--- config.mk ---
export PLATFORM = sky130hd
export DESIGN_NAME = xilinx_reset_boot_sequencer
export DESIGN_NICKNAME = d
export VERILOG_FILES = /design/src/rtl/xilinx_reset_boot_sequencer.sv
export SDC_FILE = /design/constraint.sdc
export NUM_CORES = 1
export LEC_CHECK = 0
export ABC_AREA = 1
export CORE_MARGIN = 3
export CORE_UTILIZATION = 49
export CTS_BUF_LIST = sky130_fd_sc_hd__clkbuf_4
export CTS_CLUSTER_DIAMETER = 80
export DETAILED_ROUTE_END_ITERATION = 8
export HOLD_SLACK_MARGIN = 0.08
export PLACE_DENSITY = 0.81
export SETUP_SLACK_MARGIN = 0.02
export SLEW_MARGIN = 30
export SYNTH_ARGS = -nofsm -noshare
export SYNTH_HDL_FRONTEND = slang
export SYNTH_SLANG_ARGS = --single-unit
--- constraint.sdc ---
create_clock -name clk_gen -period 1.8 [get_ports clk_gen]
set_clock_uncertainty 0.1 [all_clocks]
set_input_delay 0.18 -clock clk_gen [delete_from_list [all_inputs] [get_ports clk_gen]]
set_output_delay 0.18 -clock clk_gen [all_outputs]
set_load 0.05 [all_outputs]
--- src/rtl/xilinx_reset_boot_sequencer.sv ---
// Board-level bring-up: holds the SoC in reset until the PLL is locked and settled,
// latches boot straps at reset release, captures the first SoC exit and shows it on an LED.
module xilinx_reset_boot_sequencer #(
  parameter int SETTLE_CYCLES        = 1024,
  parameter int RESET_HOLD_CYCLES    = 64,
  parameter int CLK_LED_COUNT_LENGTH = 27
) (
  input  logic        clk_gen,
  input  logic        rst_n,
  input  logic        pll_locked_i,
  input  logic        boot_select_i,
  input  logic        execute_from_flash_i,
  input  logic        exit_valid_i,
  input  logic [31:0] exit_value_i,
  output logic        core_rst_no,
  output logic        boot_select_o,
  output logic        execute_from_flash_o,
  output logic        exit_seen_o,
  output logic [31:0] exit_code_o,
  output logic        status_led_o,
  output logic        clk_led_o
);

  localparam int MAX_CYC = (SETTLE_CYCLES > RESET_HOLD_CYCLES) ? SETTLE_CYCLES : RESET_HOLD_CYCLES;
  localparam int CNT_W   = $clog2(MAX_CYC + 1);
  localparam int LED_W   = CLK_LED_COUNT_LENGTH;

  localparam logic [CNT_W-1:0] SETTLE_LAST = CNT_W'(SETTLE_CYCLES - 1);
  localparam logic [CNT_W-1:0] HOLD_LAST   = CNT_W'(RESET_HOLD_CYCLES - 1);

  typedef enum logic [2:0] {
    ST_WAIT_LOCK,
    ST_SETTLE,
    ST_HOLD,
    ST_RUN,
    ST_DONE
  } state_e;

  state_e             state_q, state_d;
  logic [CNT_W-1:0]   cnt_q, cnt_d;
  logic [LED_W-1:0]   led_cnt_q, led_cnt_d;
  logic [1:0]         lock_sync_q, bs_sync_q, eff_sync_q;
  logic               locked_s, bs_s, eff_s;
  logic               core_rst_n_q, core_rst_n_d;
  logic               boot_sel_q, boot_sel_d;
  logic               eff_q, eff_d;
  logic               exit_seen_q, exit_seen_d;
  logic [31:0]        exit_code_q, exit_code_d;
  logic               status_led_q, status_led_d;

  assign locked_s = lock_sync_q[1];
  assign bs_s     = bs_sync_q[1];
  assign eff_s    = eff_sync_q[1];

  always_comb begin
    state_d     = state_q;
    cnt_d       = cnt_q;
    boot_sel_d  = boot_sel_q;
    eff_d       = eff_q;
    exit_seen_d = exit_seen_q;
    exit_code_d = exit_code_q;
    led_cnt_d   = led_cnt_q + LED_W'(1);

    // Lock loss is checked first in every active state so it wins over any other event.
    case (state_q)
      ST_WAIT_LOCK: begin
        if (locked_s) begin
          state_d = ST_SETTLE;
          cnt_d   = '0;
        end
      end
      ST_SETTLE: begin
        if (!locked_s) begin
          state_d = ST_WAIT_LOCK;
          cnt_d   = '0;
        end else if (cnt_q == SETTLE_LAST) begin
          state_d = ST_HOLD;
          cnt_d   = '0;
        end else begin
          cnt_d = cnt_q + CNT_W'(1);
        end
      end
      ST_HOLD: begin
        if (!locked_s) begin
          state_d = ST_WAIT_LOCK;
          cnt_d   = '0;
        end else if (cnt_q == HOLD_LAST) begin
          state_d    = ST_RUN;
          cnt_d      = '0;
          boot_sel_d = bs_s;
          eff_d      = eff_s;
        end else begin
          cnt_d = cnt_q + CNT_W'(1);
        end
      end
      ST_RUN: begin
        if (!locked_s) begin
          state_d = ST_WAIT_LOCK;
        end else if (exit_valid_i) begin
          state_d = ST_DONE;
          // The first captured code survives lock-loss reruns; only rst_n clears it.
          if (!exit_seen_q) begin
            exit_seen_d = 1'b1;
            exit_code_d = exit_value_i;
          end
        end
      end
      ST_DONE: begin
        if (!locked_s) begin
          state_d = ST_WAIT_LOCK;
        end
      end
      default: begin
        state_d = ST_WAIT_LOCK;
        cnt_d   = '0;
      end
    endcase
  end

  assign core_rst_n_d = (state_d == ST_RUN) || (state_d == ST_DONE);

  always_comb begin
    status_led_d = 1'b0;
    case (state_d)
      ST_SETTLE, ST_HOLD: status_led_d = 1'b1;
      ST_RUN:             status_led_d = led_cnt_d[LED_W-1];
      ST_DONE:            status_led_d = (exit_code_d == 32'd0) ? 1'b1 : led_cnt_d[LED_W-3];
      default:            status_led_d = 1'b0;
    endcase
  end

  always_ff @(posedge clk_gen or negedge rst_n) begin
    if (!rst_n) begin
      lock_sync_q  <= '0;
      bs_sync_q    <= '0;
      eff_sync_q   <= '0;
      state_q      <= ST_WAIT_LOCK;
      cnt_q        <= '0;
      led_cnt_q    <= '0;
      core_rst_n_q <= 1'b0;
      boot_sel_q   <= 1'b0;
      eff_q        <= 1'b0;
      exit_seen_q  <= 1'b0;
      exit_code_q  <= '0;
      status_led_q <= 1'b0;
    end else begin
      lock_sync_q  <= {lock_sync_q[0], pll_locked_i};
      bs_sync_q    <= {bs_sync_q[0], boot_select_i};
      eff_sync_q   <= {eff_sync_q[0], execute_from_flash_i};
      state_q      <= state_d;
      cnt_q        <= cnt_d;
      led_cnt_q    <= led_cnt_d;
      core_rst_n_q <= core_rst_n_d;
      boot_sel_q   <= boot_sel_d;
      eff_q        <= eff_d;
      exit_seen_q  <= exit_seen_d;
      exit_code_q  <= exit_code_d;
      status_led_q <= status_led_d;
    end
  end

  assign core_rst_no          = core_rst_n_q;
  assign boot_select_o        = boot_sel_q;
  assign execute_from_flash_o = eff_q;
  assign exit_seen_o          = exit_seen_q;
  assign exit_code_o          = exit_code_q;
  assign status_led_o         = status_led_q;
  assign clk_led_o            = led_cnt_q[LED_W-1];

endmodule

# Yosys cells after proc, flatten, opt, wreduce, memory -nomap -nowiden
# Index checks and enable logic that the tools add are counted.
totals:
  regBits: 84
  latch_bits: 0
  ramBits: 0
  romBits: 0
  inputBits: 38
  wordCells: 55
  n_memories: 0
op_classes:
  addsub: 2
  n_mul: 0
  div: 0
  magnitude_cmp: 0
  eq_ne: 11
  shift: 0
  muxes: 21
  bitwise_logic: 1
  n_reduce_logical: 8
op_table:
  columns: ["cell", "count"]
  rows:
  - ["$mux W32", 4]
  - ["$mux W11", 5]
  - ["$pmux W11 S4", 1]
  - ["$logic_not A32 Y1", 1]
  - ["$add A27 B1 Y27 const B", 1]
  - ["$mux W3", 8]
  - ["$pmux W3 S5", 1]
  - ["$eq A3 B2 Y1 const B", 4]
  - ["$add A11 B1 Y11 const B", 1]
  - ["$eq A11 B10 Y1 const B", 1]
  - ["$eq A11 B6 Y1 const B", 1]
  - ["$eq A3 B1 Y1 const B", 2]
  - ["$eq A3 B3 Y1 const B", 2]
  - ["$reduce_and A3 Y1", 2]
  - ["$reduce_or A2 Y1", 2]
  - ["$logic_not A3 Y1", 1]
  - ["$pmux W1 S3", 1]
  - ["$ne A2 B2 Y1 const B", 1]
  - ["$reduce_and A2 Y1", 1]
  - ["$logic_or A1 B1 Y1", 1]
  - ["$mux W1", 1]
  - ["$not A1 Y1", 1]

# Logic depth before layout (Yosys ltp)
depth:
  word_depth: 7
  depth_mapped: 14

# Worst setup path before layout
# No wires, ideal clock.
synth_path:
  path_kind: "register -> register"
  start: "register exit_seen_q (netlist: exit_seen_o)"
  end: "register status_led_q (netlist: status_led_o)"
  setup_time_ps: 65
  arrival_time_ps: 1838
  setup_slack_ps: -203
  stages_incl_launch_ff: 14
  path_buffers: 2
  period_less_slack_ps: 2003
  cell_sequence: "dfrtp_1 inv_1 clkbuf_1 buf_2 nand3_1 nand2_1 nand2_1 nor2_1 nand2_1 nor2_1 nand2_1 nand2_1 nand2_1 nand2_1"
synth_between:
  elab_chain_len: 7
synth_rtl:
  columns: ["item", "line_no", "source"]
  rows:
  - ["start, declared", "47", "logic exit_seen_q, exit_seen_d;"]
  - ["start signal, assigned", "156", "exit_seen_q <= exit_seen_d;"]
  - ["$mux W32", "102", "if (!exit_seen_q) begin"]
  - ["$mux W32", "99", "end else if (exit_valid_i) begin"]
  - ["$mux W32", "97", "if (!locked_s) begin"]
  - ["$mux W32", "65", "case (state_q)"]
  - ["$logic_not A32 Y1", "127", "ST_DONE: status_led_d = (exit_code_d == 32'd0) ? 1'b1 : led_cnt_d[LED_W-3];"]
  - ["$mux W1", "127", null]
  - ["$pmux W1 S3", "124", "case (state_d)"]
  - ["named net status_led_d", "49", "logic status_led_q, status_led_d;"]
  - ["end signal, assigned", "158", "status_led_q <= status_led_d;"]
  - ["end, declared", "49", null]
# The timed path passes the listed nets, and every way through them passes these cells.
# A chain may end at the register's enable or synchronous reset.

# Final worst setup path
layout_path:
  start: "register state_q[2]"
  end: "register status_led_q (netlist: status_led_o)"
layout_between:
  elab_chain_len: 6
layout_rtl:
  columns: ["item", "line_no", "source"]
  rows:
  - ["start, declared", "39", "state_e state_q, state_d;"]
  - ["start signal, assigned", "150", "state_q <= state_d;"]
  - ["$mux W3 (on tied branches)", "99, 76, 87", null]
  - ["$mux W3 (on tied branches)", "97, 73, 84", null]
  - ["$pmux W3 S5", "65", null]
  - ["$eq A3 B1 Y1 / $eq A3 B2 Y1 (equally long branches)", "124", null]
  - ["$reduce_or A2 Y1", "124", null]
  - ["$pmux W1 S3 (*)", "124", null]
  - ["named net status_led_d", "49", null]
# The timed path passes the listed nets; every way through them passes the cells marked *.

==> summary.md <==
## Outcome
• finished with violations — outcome
• negative setup slack — violations in the final reports

## Setup path
• status_led_o$_DFF_PN0_ — destination of the critical timing path
• state_q[2]$_DFF_PN0_ — startpoint of the worst-slack reg-to-reg timing path
• -0.1 ns — flop2flop setup slack
• 5 — worst-path maximum fanout
• 2.19 ns — signal arrival time at the worst endpoint
• flip-flop — launching element type of the critical path
• 14 — r2r worst-path depth
• state_q[2]$_DFF_PN0_ — source of the critical timing path
• flip-flop — Crit. End Element
• flip-flop to flip-flop — CP Class
• status_led_o$_DFF_PN0_ — endpoint of the most critical register-to-register path
• 2.09 ns — required time of the critical path

## Clock network
• sky130_fd_sc_hd__clkbuf_4 — clock tree root driver cell
• 2 — maximum root-to-sink buffer count
• 84 — number of clock sinks seen by CTS
• 0.43 ns — clock latency on the worst-skew pair
• 9 — total CTS buffers
• 0.13 ns — CTS clk-pin slew, worst paths
• 3 — H-tree depth reported by CTS
• done — TritonCTS clock tree

## STA
• true — setup repair after global routing missed its margin
• -0.100 ns — worst setup slack after layout
• 66.8% — worst max-slew margin expressed relative to the limit
• 0 — number of max-slew violations in the final report
• 0.500 ns — actual slew at the worst max-slew pin
• 0.526 GHz — fmax
• 9 — setup-violating endpoint count in the final report
• 0.131 ns — final hold slack
• 106% — share of the clock period used by the worst path
• 1.90 ns — final critical delay including setup and external delays
• 0 — Hold Vio Cnt, Final

## Finish
• 725 — number of nets in the layout
• 546 — total of fill cells in the finished design
• 23.9% — fraction of layout instances using a drive strength above 1
• sky130_fd_sc_hd__nand2_1, sky130_fd_sc_hd__inv_1, sky130_fd_sc_hd__buf_4 — top library cells by usage in the layout, fill and taps aside
• 0 — antenna cells
• sky130_fd_sc_hd__nand2_1 — most common cell after layout, fill and taps aside
• 44.2% — relative area change from synthesis to final layout

## Global routing
• 21.3% — all-layer global routing usage
• 16,700 um — wire length of the first global-routing pass
• 0 — overall overflow remaining after global route
• met2 — peak-usage layer in the global routing report
• 36.2% — global routing usage on met2
• 5.21% — met3 layer usage reported by global route
• 38 — largest net degree at the start of global routing
• 0 — initial antenna violation count
• 26.5% — met1 capacity usage during global routing
• 3,738 — number of global-route vias before repair

## Power
• 630 nW/um2 — power density normalized to cell area
• 0.420 mV — peak supply drop
• 0.00377 W — total power consumption of the routed design
• 2.99 nW — leakage power figure

## Min path
• input pin to asynchronous set/reset pin — type of the tightest min-delay check

## Floorplanning
• 76 — number of I/O pins
• 52.1% — effective utilization at floorplan
• 32 — Site Rows
• 9610 um2 — area enclosed by the die boundary
• 98.0 um — horizontal die dimension
• 98.0 um — overall die height
• 7970 um2 — core area

## Placement
• 75 — count of input and output buffers
• 0.852 — Final GP Congestion
• 7110 um — detailed placement HPWL

## Synth
• sky130_fd_sc_hd__dfrtp_1 — commonest register cell after synthesis
• 100% — async set-reset flop share out of synthesis
• 0 — count of warnings emitted by yosys
• 526 — Syn Inst Count
• 0 — Post-synth EDFFs
• 4150 um2 — post-synthesis cell area
• 84 — count of state elements after synthesis
• 50.6% — post-synthesis sequential area ratio
• 566 — nets in the synthesized netlist
• 32 — number of unique standard cell types used by synthesis
• 7.89 um2 — Post-Synthesis Mean Instance Area

## Drt
• 5 — detailed-routing iteration count for the pre-antenna-repair pass
• 5.01 — Vias/cell
• 0 — remaining antenna violation count
• 11,200 um — wirelength, routed
• 295 — DR iter-0 viols
• 0 — post-route DRC violation count
• 3,960 — DR vias
• 14.1 um — Wirelength per Cell

## Run
• 0 — max-cap violation count

cell usage after synthesis (4+ instances only):
library cell                 n  area (um2)
sky130_fd_sc_hd__nand3_1    33         165
sky130_fd_sc_hd__nand4_1    14        87.6
sky130_fd_sc_hd__dfrtp_1    84        2100
sky130_fd_sc_hd__nor3_1     10        50.1
sky130_fd_sc_hd__buf_2       4        20.0
sky130_fd_sc_hd__xor2_1     17         149
sky130_fd_sc_hd__inv_1     127         477
sky130_fd_sc_hd__nand2_1   142         533
sky130_fd_sc_hd__xnor2_1     5        43.8
sky130_fd_sc_hd__o21ai_0     5        25.0
sky130_fd_sc_hd__nor2_1     41         154
sky130_fd_sc_hd__nand3b_1    7        52.6
sky130_fd_sc_hd__o21ai_2     4        35.0
sky130_fd_sc_hd__a21oi_1     9        45.0
metrics by stage:
stage          TNS (ns)  setup WS, ns  cell area [um2]  instances  utilization (%)
2_1_floorplan         0        0.0329             4150        526                -
3_5_place_dp     -0.922        -0.265             5380        747             67.6
5_1_grt           -1.89        -0.263             5990        791             75.1
6_report         -0.480        -0.100             5990        791             75.1
4_1_cts          -0.151       -0.0876             5690        777             71.4
3_3_place_gp     -0.270        -0.195             5380        747             67.6
repair_timing:
action	CTS	global route
cloned	0	2
endpoints found under the setup margin	46	27
hold buffers	4	0
resized for setup	48	54
pin swaps	10	20
setup buffers	11	12
endpoints found under the hold margin	87	0
per-layer routing:
metal	share of wire (%)	vias to the layer above	wire, um
li1	-	1899	-
met1	39	1864	4370
met2	52	172	5750
met3	7.6	25	851
met4	1.7	0	191
met5	0	-	0
report_power, final:
part	leakage [nW]	internal (W)	total (W)	switching, W
Sequential	0.960	0.00193	0.00197	0.0000418
Combinational	1.95	0.000254	0.000572	0.000318
Clock	0.0792	0.000587	0.00122	0.000635
state kept, by name, summed over array words and instances, names as in the netlist, 2 cells and up:
name	flops
cnt_q	11
eff_sync_q	2
exit_code_o	32
lock_sync_q	2
state_q	3
bs_sync_q	2
led_cnt_q	27
how the worst min path moves through the flow:
stage / startpoint / end / slack (ns)
detailed placement: rst_n / exit_code_o[24]$_DFF_PN0_ / 0.07
floorplan: rst_n / boot_select_o$_DFFE_PN0P_ / -0.22
global placement: rst_n / exit_code_o[25]$_DFF_PN0_ / 0.06
finish: rst_n / exit_code_o[28]$_DFF_PN0_ / 0.13
CTS: rst_n / exit_code_o[24]$_DFF_PN0_ / 0.14
global route: rst_n / exit_code_o[25]$_DFF_PN0_ / 0.14
logic make-up (layout without fill, tap and decap cells):
kind of cell	after synthesis	count (layout)	share of synthesized area, %
AOI/OAI and AO/OA	24	24	3.68
xor gates and xnor gates	22	22	4.64
adders and majority gates	2	2	0.603
buffers and inverters	137	300	12.9
DFF	84	84	50.6
muxes	2	2	0.542
and+or+nand+nor	255	255	27.0
cell type report:
type	count	area [um2]	share of cell area, %
tap	102	128	2.13
clock inverter	4	75.1	1.25
inverter	129	484	8.09
multi-input combinational	305	1750	29.2
sequential	84	2110	35.2
timing repair buffer	156	1360	22.7
clock buffer	11	82.6	1.38
worst max-delay path, stage by stage (launching register included):
cell and delay [ns]:
sky130_fd_sc_hd__dfrtp_2 0.45, sky130_fd_sc_hd__inv_2 0.09, sky130_fd_sc_hd__nand3_4 0.08, sky130_fd_sc_hd__nor2_4 0.17, sky130_fd_sc_hd__buf_4 0.17, sky130_fd_sc_hd__nand3_1 0.08, sky130_fd_sc_hd__nand2_1 0.10, sky130_fd_sc_hd__nand2_1 0.08
sky130_fd_sc_hd__nor2_1 0.10, sky130_fd_sc_hd__nand2_1 0.06, sky130_fd_sc_hd__nor2_1 0.13, sky130_fd_sc_hd__nand2_1 0.07, sky130_fd_sc_hd__nand2_1 0.06, sky130_fd_sc_hd__nand2_1 0.04, sky130_fd_sc_hd__nand2_1 0.06
Note: power is estimated with default switching activity, not from simulation.
